File: src/rtl/elevator_pkg.sv
// Shared definitions for the elevator shaft plant model.
// Contents:
//   - motor command encodings driven by the controller
//   - shaft state enum
//   - default floor count and a helper for floor-index width
package elevator_pkg;

    localparam int unsigned N_FLOORS_DEFAULT = 4;

    localparam logic [1:0] MOTOR_STOP    = 2'b00;
    localparam logic [1:0] MOTOR_UP      = 2'b01;
    localparam logic [1:0] MOTOR_DOWN    = 2'b10;
    localparam logic [1:0] MOTOR_ILLEGAL = 2'b11;

    typedef enum logic [1:0] {
        AT_FLOOR,
        MOVING,
        DOOR_OPEN,
        FAULT
    } shaft_state_e;

    // Width of a floor index; never less than one bit.
    function automatic int unsigned idx_width(input int unsigned n_floors);
        return (n_floors > 1) ? $clog2(n_floors) : 1;
    endfunction

endpackage

File: src/rtl/elevator_shaft_if.sv
// Motor-command / sensor interface between the elevator controller and the shaft.
// Optional macro: SHAFT_STATS_EN adds the trip and floors-passed counters.
// Signals:
//   estado_motor      2-bit motor command (controller -> shaft)
//   andar_sensor      one-hot aligned floor, zero between floors
//   andar_idx         index of last aligned floor
//   porta_aberta      door open
//   limit_hit         one-cycle pulse, drive refused at an end floor
//   cmd_viol          sticky, drive command seen while door open
//   fault             sticky, illegal command seen
//   viagens           (stats) door openings, saturating
//   andares_passados  (stats) floors passed under drive, saturating
// Modports: master = controller side, slave = shaft side.
interface elevator_shaft_if
    import elevator_pkg::*;
#(
    parameter int unsigned N_FLOORS = N_FLOORS_DEFAULT
);
    localparam int unsigned IDX_W = idx_width(N_FLOORS);

    logic [1:0]          estado_motor;
    logic [N_FLOORS-1:0] andar_sensor;
    logic [IDX_W-1:0]    andar_idx;
    logic                porta_aberta;
    logic                limit_hit;
    logic                cmd_viol;
    logic                fault;
`ifdef SHAFT_STATS_EN
    logic [15:0]         viagens;
    logic [15:0]         andares_passados;
`endif

    modport master (
        output estado_motor,
        input  andar_sensor,
        input  andar_idx,
        input  porta_aberta,
        input  limit_hit,
        input  cmd_viol,
`ifdef SHAFT_STATS_EN
        input  viagens,
        input  andares_passados,
`endif
        input  fault
    );

    modport slave (
        input  estado_motor,
        output andar_sensor,
        output andar_idx,
        output porta_aberta,
        output limit_hit,
        output cmd_viol,
`ifdef SHAFT_STATS_EN
        output viagens,
        output andares_passados,
`endif
        output fault
    );

endinterface

File: src/rtl/door_timer.sv
// Door dwell timer: loads DOOR_CYCLES on i_load and pulses o_done in the
// DOOR_CYCLES-th cycle after the load, i.e. the cycle in which the door closes.
// Ports:
//   clk     system clock
//   rst     synchronous active-high reset
//   i_load  start a new dwell period
//   o_done  combinational pulse on the last cycle of the dwell
module door_timer #(
    parameter int unsigned DOOR_CYCLES = 6
) (
    input  logic clk,
    input  logic rst,
    input  logic i_load,
    output logic o_done
);
    localparam int unsigned CNT_W = (DOOR_CYCLES > 1) ? $clog2(DOOR_CYCLES) : 1;
    localparam logic [CNT_W-1:0] CNT_LOAD = CNT_W'(DOOR_CYCLES - 1);

    logic [CNT_W-1:0] r_cnt;
    logic             r_run;

    always_ff @(posedge clk) begin
        if (rst) begin
            r_cnt <= '0;
            r_run <= 1'b0;
        end else if (i_load) begin
            r_cnt <= CNT_LOAD;
            r_run <= 1'b1;
        end else if (r_run) begin
            if (r_cnt == '0) begin
                r_run <= 1'b0;
            end else begin
                r_cnt <= r_cnt - 1'b1;
            end
        end
    end

    assign o_done = r_run && (r_cnt == '0);

endmodule

File: src/rtl/elevator_shaft.sv
// Plant model of an elevator car in its shaft. Integrates the motor command into
// a sub-floor position and reports floor alignment and door state back to the
// controller.
// Optional macro: SHAFT_STATS_EN adds the viagens / andares_passados counters.
// Ports:
//   clk, rst  system clock, synchronous active-high reset
//   bus       elevator_shaft_if slave: estado_motor in, sensors/flags out
module elevator_shaft
    import elevator_pkg::*;
#(
    parameter int unsigned N_FLOORS      = N_FLOORS_DEFAULT,
    parameter int unsigned TRAVEL_CYCLES = 8,
    parameter int unsigned DOOR_CYCLES   = 6,
    parameter int unsigned START_FLOOR   = 0
) (
    input  logic             clk,
    input  logic             rst,
    elevator_shaft_if.slave  bus
);
    localparam int unsigned IDX_W = idx_width(N_FLOORS);
    localparam int unsigned SUB_W = $clog2(TRAVEL_CYCLES);

    localparam logic [IDX_W-1:0]    IDX_START    = IDX_W'(START_FLOOR);
    localparam logic [IDX_W-1:0]    IDX_TOP      = IDX_W'(N_FLOORS - 1);
    localparam logic [SUB_W-1:0]    SUB_LAST     = SUB_W'(TRAVEL_CYCLES - 1);
    localparam logic [N_FLOORS-1:0] SENSOR_START = N_FLOORS'(1) << START_FLOOR;

    // Position is kept as (floor below the car, offset above it):
    // pos = r_lo * TRAVEL_CYCLES + r_sub. Aligned means r_sub == 0.
    shaft_state_e        r_state;
    logic [IDX_W-1:0]    r_lo;
    logic [SUB_W-1:0]    r_sub;
    logic [N_FLOORS-1:0] r_sensor;
    logic [IDX_W-1:0]    r_idx;
    logic                r_door;
    logic                r_limit;
    logic                r_viol;
    logic                r_fault;

    logic                w_aligned;
    logic                w_drive_ok;
    logic                w_step_up;
    logic                w_step_dn;
    logic                w_refuse;
    logic                w_stop_at_floor;
    logic                w_door_done;
    logic [IDX_W-1:0]    w_lo_nxt;
    logic [SUB_W-1:0]    w_sub_nxt;
    logic [N_FLOORS-1:0] w_sensor_nxt;

    assign w_aligned  = (r_sub == '0);
    assign w_drive_ok = (r_state == AT_FLOOR) || (r_state == MOVING);

    assign w_step_up = w_drive_ok && (bus.estado_motor == MOTOR_UP)
                       && !(w_aligned && (r_lo == IDX_TOP));
    assign w_step_dn = w_drive_ok && (bus.estado_motor == MOTOR_DOWN)
                       && !(w_aligned && (r_lo == '0));
    assign w_refuse  = w_drive_ok && !w_step_up && !w_step_dn
                       && ((bus.estado_motor == MOTOR_UP) || (bus.estado_motor == MOTOR_DOWN));

    assign w_stop_at_floor = (r_state == MOVING) && (bus.estado_motor == MOTOR_STOP)
                             && w_aligned;

    always_comb begin
        w_lo_nxt  = r_lo;
        w_sub_nxt = r_sub;
        if (w_step_up) begin
            if (r_sub == SUB_LAST) begin
                w_lo_nxt  = r_lo + 1'b1;
                w_sub_nxt = '0;
            end else begin
                w_sub_nxt = r_sub + 1'b1;
            end
        end else if (w_step_dn) begin
            if (r_sub == '0) begin
                w_lo_nxt  = r_lo - 1'b1;
                w_sub_nxt = SUB_LAST;
            end else begin
                w_sub_nxt = r_sub - 1'b1;
            end
        end
        w_sensor_nxt = (w_sub_nxt == '0) ? (N_FLOORS'(1) << w_lo_nxt) : '0;
    end

    door_timer #(
        .DOOR_CYCLES (DOOR_CYCLES)
    ) u_door_timer (
        .clk    (clk),
        .rst    (rst),
        .i_load (w_stop_at_floor),
        .o_done (w_door_done)
    );

    always_ff @(posedge clk) begin
        if (rst) begin
            r_state  <= AT_FLOOR;
            r_lo     <= IDX_START;
            r_sub    <= '0;
            r_sensor <= SENSOR_START;
            r_idx    <= IDX_START;
            r_door   <= 1'b0;
            r_limit  <= 1'b0;
            r_viol   <= 1'b0;
            r_fault  <= 1'b0;
        end else begin
            r_limit <= 1'b0;
            if (r_state == FAULT) begin
                // Frozen until reset.
                r_state <= FAULT;
            end else if (bus.estado_motor == MOTOR_ILLEGAL) begin
                // Illegal command outranks every other event this cycle.
                r_state <= FAULT;
                r_fault <= 1'b1;
            end else begin
                r_lo     <= w_lo_nxt;
                r_sub    <= w_sub_nxt;
                r_sensor <= w_sensor_nxt;
                if (w_sub_nxt == '0) begin
                    r_idx <= w_lo_nxt;
                end
                unique case (r_state)
                    AT_FLOOR, MOVING: begin
                        r_limit <= w_refuse;
                        if (w_step_up || w_step_dn) begin
                            r_state <= MOVING;
                        end else if (w_stop_at_floor) begin
                            r_state <= DOOR_OPEN;
                            r_door  <= 1'b1;
                        end
                    end
                    DOOR_OPEN: begin
                        if (bus.estado_motor != MOTOR_STOP) begin
                            r_viol <= 1'b1;
                        end
                        if (w_door_done) begin
                            r_state <= AT_FLOOR;
                            r_door  <= 1'b0;
                        end
                    end
                    default: begin
                        r_state <= r_state;
                    end
                endcase
            end
        end
    end

    assign bus.andar_sensor = r_sensor;
    assign bus.andar_idx    = r_idx;
    assign bus.porta_aberta = r_door;
    assign bus.limit_hit    = r_limit;
    assign bus.cmd_viol     = r_viol;
    assign bus.fault        = r_fault;

`ifdef SHAFT_STATS_EN
    logic [15:0] r_trips;
    logic [15:0] r_passed;

    always_ff @(posedge clk) begin
        if (rst) begin
            r_trips  <= '0;
            r_passed <= '0;
        end else if (r_state != FAULT && bus.estado_motor != MOTOR_ILLEGAL) begin
            if (w_stop_at_floor && (r_trips != 16'hFFFF)) begin
                r_trips <= r_trips + 16'd1;
            end
            // A floor counts as passed when the car leaves it while still in motion.
            if ((r_state == MOVING) && w_aligned && (w_step_up || w_step_dn)
                && (r_passed != 16'hFFFF)) begin
                r_passed <= r_passed + 16'd1;
            end
        end
    end

    assign bus.viagens          = r_trips;
    assign bus.andares_passados = r_passed;
`endif

endmodule

File: src/flat_wrapper.sv
// flat-port wrapper written by rule: the top's interface ports become plain ports
module elevator_shaft_flat import elevator_pkg::*;
#(
    parameter int unsigned N_FLOORS      = N_FLOORS_DEFAULT,
    parameter int unsigned TRAVEL_CYCLES = 8,
    parameter int unsigned DOOR_CYCLES   = 6,
    parameter int unsigned START_FLOOR   = 0
)
  (clk, rst, bus_estado_motor, bus_andar_sensor, bus_andar_idx, bus_porta_aberta, bus_limit_hit, bus_cmd_viol, bus_fault);
  elevator_shaft_if #(.N_FLOORS(N_FLOORS)) bus_i ();
  input  logic clk;
  input  logic rst;
  input wire logic [$bits(bus_i.estado_motor)-1:0] bus_estado_motor;
  output wire logic [$bits(bus_i.andar_sensor)-1:0] bus_andar_sensor;
  output wire logic [$bits(bus_i.andar_idx)-1:0] bus_andar_idx;
  output wire logic [$bits(bus_i.porta_aberta)-1:0] bus_porta_aberta;
  output wire logic [$bits(bus_i.limit_hit)-1:0] bus_limit_hit;
  output wire logic [$bits(bus_i.cmd_viol)-1:0] bus_cmd_viol;
  output wire logic [$bits(bus_i.fault)-1:0] bus_fault;
  assign bus_i.estado_motor = bus_estado_motor;
  assign bus_andar_sensor = bus_i.andar_sensor;
  assign bus_andar_idx = bus_i.andar_idx;
  assign bus_porta_aberta = bus_i.porta_aberta;
  assign bus_limit_hit = bus_i.limit_hit;
  assign bus_cmd_viol = bus_i.cmd_viol;
  assign bus_fault = bus_i.fault;
  elevator_shaft #(.N_FLOORS(N_FLOORS), .TRAVEL_CYCLES(TRAVEL_CYCLES), .DOOR_CYCLES(DOOR_CYCLES), .START_FLOOR(START_FLOOR)) u_core (.clk(clk), .rst(rst), .bus(bus_i));
endmodule
File: config.mk
export PLATFORM = sky130hd
export DESIGN_NAME = elevator_shaft_flat
export DESIGN_NICKNAME = d
export VERILOG_FILES = /design/src/rtl/elevator_pkg.sv /design/src/rtl/elevator_shaft_if.sv /design/src/rtl/door_timer.sv /design/src/rtl/elevator_shaft.sv /design/src/flat_wrapper.sv
export SDC_FILE = /design/constraint.sdc
export NUM_CORES = 1
export LEC_CHECK = 0
export BUFFER_PORTS_ARGS = -buffer_cell sky130_fd_sc_hd__buf_2
export CAP_MARGIN = 30
export CORE_AREA = 3 3 55 57
export CTS_CLUSTER_SIZE = 16
export DETAILED_ROUTE_END_ITERATION = 10
export DIE_AREA = 0 0 58 60
export PLACE_DENSITY = 0.68
export SLEW_MARGIN = 20
export SYNTH_ARGS = -nofsm -noshare
export SYNTH_HDL_FRONTEND = slang
export SYNTH_SLANG_ARGS = --single-unit
export TNS_END_PERCENT = 10
File: constraint.sdc
create_clock -name clk -period 2.8 [get_ports clk]
set_input_delay 0.14 -clock clk [delete_from_list [all_inputs] [get_ports clk]]
set_output_delay 0.14 -clock clk [all_outputs]
set_load 0.01 [all_outputs]
### Yosys cells after proc, flatten, opt, wreduce, memory -nomap -nowiden

Cells that the tools add are included.
W data, S select, Z words.

* $add $sub $neg: 5
* equality and inequality tests: 14
* shift-type cells: 1
* muxes and demuxes: 25
* bitwise operators: 4
* reduce and logical (&&, ||, !) cells: 40

Operators with widths (number)
* $mux W3: 7
* $mux W2: 9
* $logic_and A1 B1 Y1: 12
* $eq A2 B2 Y1 const B: 5
* $logic_not A3 Y1: 3
* $ne A2 B2 Y1 const B: 4
* $reduce_and A2 Y1: 4
* $logic_not A2 Y1: 3
* $mux W1: 6
* $reduce_and A3 Y1: 2
* $reduce_and A6 Y1: 1
* $reduce_bool A2 Y1: 3
* $sub A3 B1 Y3 const B: 2
* $ne A5 B2 Y1 const B: 1
* $eq A2 B1 Y1 const B: 2
* $logic_not A1 Y1: 4
* $mux W4: 1
* $ne A4 B2 Y1 const B: 1
* $not A1 Y1: 4
* $pmux W2 S2: 1
* $reduce_and A4 Y1: 1
* $reduce_bool A4 Y1: 1
* $reduce_or A2 Y1: 2
* $reduce_or A4 Y1: 1
* 7 further kinds: 9

* register bits after elaboration: 21
* input bits: 4
* output and inout bits: 10
* word-level logic and storage cells: 101

### Logic depth before layout (Yosys ltp)

Gate-level depths: netlist of run 1.

* word-level depth: 9
* depth in mapped cells: 9
* depth with buffers taken out: 8

### Cells and area by module

A second synthesis of run 1 with hierarchy kept.

* cell total of the unflattened synthesis: 156
* area total of the unflattened synthesis: 1335.0 um^2

By module, submodules not included
* elevator_shaft: times used 1, cells an instance 133, area each 1116.1 um^2, seq. area each 340.3 um^2
* door_timer: times used 1, cells an instance 23, area each 219.0 um^2, seq. area each 80.1 um^2

### Worst setup path before layout of run 1

OpenSTA, ideal clock, no wires.

* path type: register to register
* start: reg u_core.r_sub[0]
* end: reg u_core.r_idx[0] (netlist: u_core.bus.andar_idx[0])
* library setup time: 0.121 ns
* arrival: 1.921 ns
* data required time: 2.679 ns
* slack: 0.758 ns
* cell stages (with the launch flop): 10
* buffers on the path: 1
* clock period less this slack: 2.042 ns
* cell sequence: dfxtp_1 -> inv_1 -> ha_1 -> and3b_1 -> nand2b_1 -> buf_6 -> o211a_1 -> o31a_1 -> o21ai_2 -> mux2_4

* longest elaborated chain between the ends: 8
* elaborated cells on any way between the ends: 20
* classes of those cells: add/sub: 2; eq/ne: 1; mux: 8; reduce/logical: 9

Ends and longest elaborated chain
* start: declaration: line elevator_shaft.sv:32 `logic [SUB_W-1:0] r_sub;`
* start signal: assignment: line elevator_shaft.sv:116 `r_sub <= w_sub_nxt;`
* branches (longest 8 deep; another with $sub A3 B1 Y3)
* end signal: assignment: line elevator_shaft.sv:119 `r_idx <= w_lo_nxt;`
* end: declaration: line elevator_shaft.sv:34 `logic [IDX_W-1:0] r_idx;`

Parallel ways; which one is timed is not known.
A chain may end at the register's enable or synchronous reset.

### Worst setup path in the final report of run 1

Ends and elaborated chain as after synthesis.

==> results.toml, run 1 <==
[floorplan]
fp.coreArea_um2 = 2520
die_area_um2 = 3480
initial_utilization_pct = 49.8
fp-row-count = 18
io_pins = 14
die_w_um = 58
die_h_um = 60

[synth]
syn-num-nets = 162
synth.most_common_cell = "dfxtp_1"
muxShareOfSynthArea_pct = 1.99
synth_edf_count = 0
ys.flop_type = "dfxtp_1"
synth_top_family_by_area = "simple AND/OR/NAND/NOR gates"
synth_fa_ha_area_share_pct = 12.0
synth_simple_gate_area_share_pct = 25.7
synth_xor_xnor_area_share_pct = 2.79
ys_top_cells_by_area = "dfxtp_1 (33%), ha_1 (12%), nor2_1 (5.7%), a21oi_1 (5.2%), nand2_1 (3.6%)"
yosysWarnings = 0
synth_area_um2 = 1260
synth_top_area_share_pct = 33.5
yosysSeqAreaShare_pct = 33.5
synthTopCellsByCount = "dfxtp_1 (21), nor2_1 (19), a21oi_1 (13)"
synth_compound_area_share_pct = 17.7
netlist_instances = 146
async_reset_ff_share_pct = 0
synth.avg_cell_area_um2 = 8.60
ys_ff_latch = 21
synth.distinct_cells = 44
synth_top_area_cell = "dfxtp_1"

[cts]
postCtsSetupRepairBufs = 0
cts_buffers = 3
clkTransAtPathRegs_ns = 0.12
cts_sinks = 21
post_cts_resized = 0
root_buffer = "clkbuf_4"
cts_tree = "yes"
clock_path_buffers = 2
hold_buffers = 0
clkLatencyLatePin_ns = 0.31
cts-htree-levels = 1

[power_and_ir_drop]
ir_drop_mv = 0.373
clkPwrFrac_pct = 24.4
swShare_pct = 31.1
p_per_area_nw_per_um2 = 459
p_comb_share_pct = 22.3
power_frac_seq_pct = 53.3
p_int_uw = 428
power.switching_uw = 193
power.leakage_uw = 0.000621

[route]
drcViolationCount = 0
drtIter0Drc = 22
viasPerCell = 5.46
dr_total_vias = 1027
wl_mm = 2.44
dr.pass1.iters = 6
ant_nets = 0
wire_per_inst_um = 13.0

[critical_path]
cpPeakStageDelay_ns = 0.42
cp_num_buf_inv = 1
timing.rr.start = "u_core.r_sub[0]"
reg2reg_slack_ns = 0.54
worstSetupStartpointType = "flop"
slowest_stage = "dfxtp_1"
worstPathArrival_ns = 2.48
cp-startpoint = "u_core.r_sub[0]"
cp.depth = 8
path_cells = "inv_1 -> ha_1 -> and3b_1 -> nand2b_1 -> o211a_1 -> o31a_1 -> o21ai_2 -> mux2_4"
critPathTopFamily = "compound AO/OA/AOI/OAI gates"
reg2regPathDepth = 8
cp_max_fo = 8
endpoint_kind = "flop"
path_class = "flop to flop"
worstPathRequired_ns = 3.02

[global_routing]
grt.total_usage_pct = 14.4
grt_max_degree = 20
grt_pass1_wl_mm = 3.93
grt_pass1_vias = 967
grt_overflow = 0
antenna_found_initial = 0

[worst_hold_path]
hp-start = "rst"
hold_depth = 2
hold_path_class = "primary input to flop"

[layout]
finalNonFillerCells = 188
syn_to_final_growth_pct = 7.77
nNetsFinal = 175
drive_above_1_share_pct = 17.1
fin_area_um2 = 1350
antennaDiodeCount = 0

[timing]
min_period_ns = 2.26
grt_setup_unrepaired = "no"
setup_viol_count_final = 0
hold_viol_final = 0
post-route-period-util_pct = 80.5
finClkSkew_ns = 0.00835
tightest_slew_ns = 0.467
max_clock_freq_mhz = 443
final.setup.tns_ns = 0
slew_viol_final = 0
maxSlewHeadroom_pct = 68.8

[job]
cap_violations = 0

[placement]
io_buffers = 13
dp_cells = 184
place_area_um2 = 1330
gp_congestion = 0.804
dp_hpwl_mm = 1.82

[status]
outcome = "finished, final reports clean"
per-layer routing:
layer  share of wire (%)  global-route usage [%]  vias to the layer above
li1                    -                       -                      522
met1                  44                    15.4                      481
met2                  50                    26.8                       20
met3                 4.4                    4.75                        4
met4                 1.2                    3.97                        0
met5                   0                       0                        -
final cells by class:
class / count / area, µm²
clock buffer: 4 / 26.3
fill: 242 / 1170
inverter: 11 / 41.3
multi-input combinational: 108 / 756
sequential: 21 / 420
tap: 30 / 37.5
timing repair buffer: 14 / 72.6
registers in the layout, summed over array words and instances (netlist names):
signal	cells
u_core.u_door_timer.r_run	1
u_core.bus.andar_idx	2
u_core.bus.cmd_viol	1
u_core.r_lo	2
u_core.r_state	2
u_core.bus.porta_aberta	1
u_core.r_sub	3
u_core.u_door_timer.r_cnt	3
u_core.bus.fault	1
u_core.bus.andar_sensor	4
u_core.bus.limit_hit	1
path summary, 6_finish.rpt:
path	end
worst max-delay path	u_core.bus.andar_idx[0]
worst min-delay path	u_core.r_lo[1]
worst max register to register	u_core.bus.andar_idx[0]
worst min register to register	u_core.bus.andar_sensor[2]
cells in the final DEF (no fill, tap or decap), types with 2 or more instances in the layout:
cell,Yosys,final
a21oi_1,13,13
inv_1,11,11
nor2b_1,3,3
and2b_1,3,3
buf_2,1,13
o21ai_0,2,2
a31oi_1,3,3
or2_2,2,2
xnor2_1,3,3
a211oi_1,2,2
nand2b_1,4,4
nand2_1,12,12
nor3_1,3,3
and3_1,2,2
dfxtp_1,21,21
nor2_1,19,19
clkbuf_4,0,3
ha_1,12,12
power by group through the flow:
stage	logic [µW]	clock network, µW	registers (µW)
after floorplan	110	0	335
after global placement	133	0	338
after detailed placement	138	0	339
after CTS	139	151	332
after global routing	153	160	334
final	139	151	332
stage by stage:
stage               power [µW]  hold slack, ns  setup slack (ns)  utilization [%]
global route               647           0.239             0.407             53.7
CTS                        622           0.218             0.541             53.7
finish                     622           0.201             0.545             53.7
detailed placement         476           0.433             0.564             52.6
floorplan                  445           0.333             0.758                -
global placement           471           0.437             0.663             52.6
kinds of logic (layout without fill, tap and decap cells):
group	count (synthesis)	after routing
DFF	21	21
and+or+nand+nor	58	58
xor gates and xnor gates	4	4
buffers and inverters	17	29
adders and majority gates	12	12
AOI/OAI and AO/OA	32	32
muxes	2	2
Note: power is estimated with default switching activity, not from simulation.
==> run 2: changes to the inputs <==
--- a/config.mk
+++ b/config.mk
@@ -11,7 +11,7 @@
 export CTS_CLUSTER_SIZE = 16
 export DETAILED_ROUTE_END_ITERATION = 10
 export DIE_AREA = 0 0 58 60
-export PLACE_DENSITY = 0.68
+export PLACE_DENSITY = 0.7
 export SLEW_MARGIN = 20
 export SYNTH_ARGS = -nofsm -noshare
 export SYNTH_HDL_FRONTEND = slang
==> constraint.sdc (replaced) <==
create_clock -name clk -period 1.9 [get_ports clk]
set_input_delay 0.095 -clock clk [delete_from_list [all_inputs] [get_ports clk]]
set_output_delay 0.095 -clock clk [all_outputs]
set_load 0.01 [all_outputs]
==> run 2 against run 1 <==
  * The run now ends with negative setup slack left
  * Register-to-register slack got worse by 0.56 ns
  * Combinational power rose by 110%
  * Flip-flop and latch count unchanged
  * Global-route usage increased by 4.1 points
  * Die area is the same
  * Final area increased by 15%
  * Fmax grew 17%
  * Critical endpoint unchanged
  * Highest routed layer unchanged
==> results.toml, run 2 (synthesis gave the netlist of run 1 again) <==
[route]
drtIter0Drc = 23
wl_mm = 2.81
wire_per_inst_um = 13.6
ant_nets = 0
drcViolationCount = 0
viasPerCell = 5.31
dr.pass1.iters = 4
dr_total_vias = 1099

[layout]
syn_to_final_growth_pct = 24.2
layout_commonest_cell = "buf_4"
final_cell_mix = "buf_4 (20), nor2_1 (19), dfxtp_1 (17), buf_2 (13)"
antennaDiodeCount = 0
drive_above_1_share_pct = 35.6
largest_register_ffs = 4
fin_area_um2 = 1560
nNetsFinal = 194

[critical_path]
worstPathArrival_ns = 2.14
path_cells = "inv_2 -> ha_4 -> and3b_1 -> and2b_4 -> nor3b_2 -> o31a_1 -> o21ai_2 -> mux2_4"
reg2regPathDepth = 8
slowest_stage = "dfxtp_2"
cp_max_fo = 5
worstPathRequired_ns = 2.12
endpoint_kind = "flop"
worstSetupStartpointType = "flop"
cpPeakStageDelay_ns = 0.36
path_class = "flop to flop"

[status]
violations = "negative setup slack"
outcome = "complete, but fails checks"

[global_routing]
antenna_found_initial = 0
grt_pass1_vias = 1139
grt_max_degree = 20
grt.total_usage_pct = 18.4
grt_pass1_wl_mm = 4.97
grt_overflow = 0

[cts]
cts_buffers = 3
cts_sinks = 21
cts_tree = "yes"
root_buffer = "clkbuf_4"
clkLatencyLatePin_ns = 0.32
cts-htree-levels = 1
clock_path_buffers = 2
clkTransAtPathRegs_ns = 0.12

[timing]
hold_viol_final = 0
tightest_slew_ns = 0.375
fin_hold_ws_ns = 0.160
worst_slack_ns = -0.0203
maxSlewHeadroom_pct = 75.0
slew_viol_final = 0
grt_setup_unrepaired = "yes"
post-route-period-util_pct = 101
finClkSkew_ns = 0.00768
max_clock_freq_mhz = 521
final.setup.tns_ns = -0.0339
min_period_ns = 1.92
setup_viol_count_final = 2

[floorplan]
io_pins = 14
initial_utilization_pct = 49.8
fp.coreArea_um2 = 2520
fp-row-count = 18
die_w_um = 58
die_area_um2 = 3480
die_h_um = 60

[placement]
io_buffers = 13
place_area_um2 = 1450
dp_hpwl_mm = 2.01
dp_slack_ns = -0.0574
gp_congestion = 0.767

[power_and_ir_drop]
p_per_area_nw_per_um2 = 636
ir_drop_mv = 0.558
power.leakage_uw = 0.000726

[worst_hold_path]
hold_depth = 2
hold_path_class = "primary input to flop"

[job]
cap_violations = 0
run 2: cell type report:
cell class	instances	area, µm²
tap	30	37.5
multi-input combinational	108	811
inverter	11	43.8
clock inverter	1	5.00
fill	230	962
timing repair buffer	33	215
sequential	21	425
clock buffer	3	22.5
run 2: worst paths after layout:
kind	end	start	slack (ns)
max	u_core.bus.andar_idx[0]	u_core.r_sub[0]	-0.02
min	u_core.bus.fault	rst	0.16
max reg2reg	u_core.bus.andar_idx[0]	u_core.r_sub[0]	-0.02
min reg2reg	u_core.bus.andar_sensor[2]	u_core.bus.andar_sensor[2]	0.47
run 2: power by group:
part / internal, µW / switching [µW]
Combinational: 134 / 151
Sequential: 466 / 18.6
Clock: 78.8 / 144
Total: 679 / 314
run 2: critical path, delay by kind of cell (launching register included):
| kind | cells | cell delay (ns) |
|---|---|---|
| mux | 1 | 0.32 |
| compound gates | 2 | 0.43 |
| simple gates | 3 | 0.49 |
| flops | 1 | 0.36 |
| buf+inv | 1 | 0.06 |
| fa+ha+maj | 1 | 0.17 |
run 2: layer usage:
layer	share of wire (%)	GRT usage (%)	wire (µm)	up-vias
li1	-	-	-	559
met1	40	19.3	1120	513
met2	55	36.6	1550	23
met3	3.7	5.18	103	4
met4	1.2	2.98	34	0
met5	0	0	0	-
run 2: repair_timing:
item | 4_1_cts | 5_1_grt
pin swaps | 1 | 5
hold buffers | 0 | 0
buffers inserted | 3 | 2
setup endpoints to repair | 4 | 8
gates resized for setup | 6 | 8
run 2: stage by stage:
| stage | total power [µW] | std cells | util [%] |
|---|---|---|---|
| after floorplan | 667 | 146 | - |
| after global placement | 731 | 198 | 57.6 |
| after detailed placement | 740 | 198 | 57.6 |
| after CTS | 980 | 205 | 60.1 |
| after global routing | 1050 | 207 | 61.9 |
| final | 993 | 207 | 61.9 |
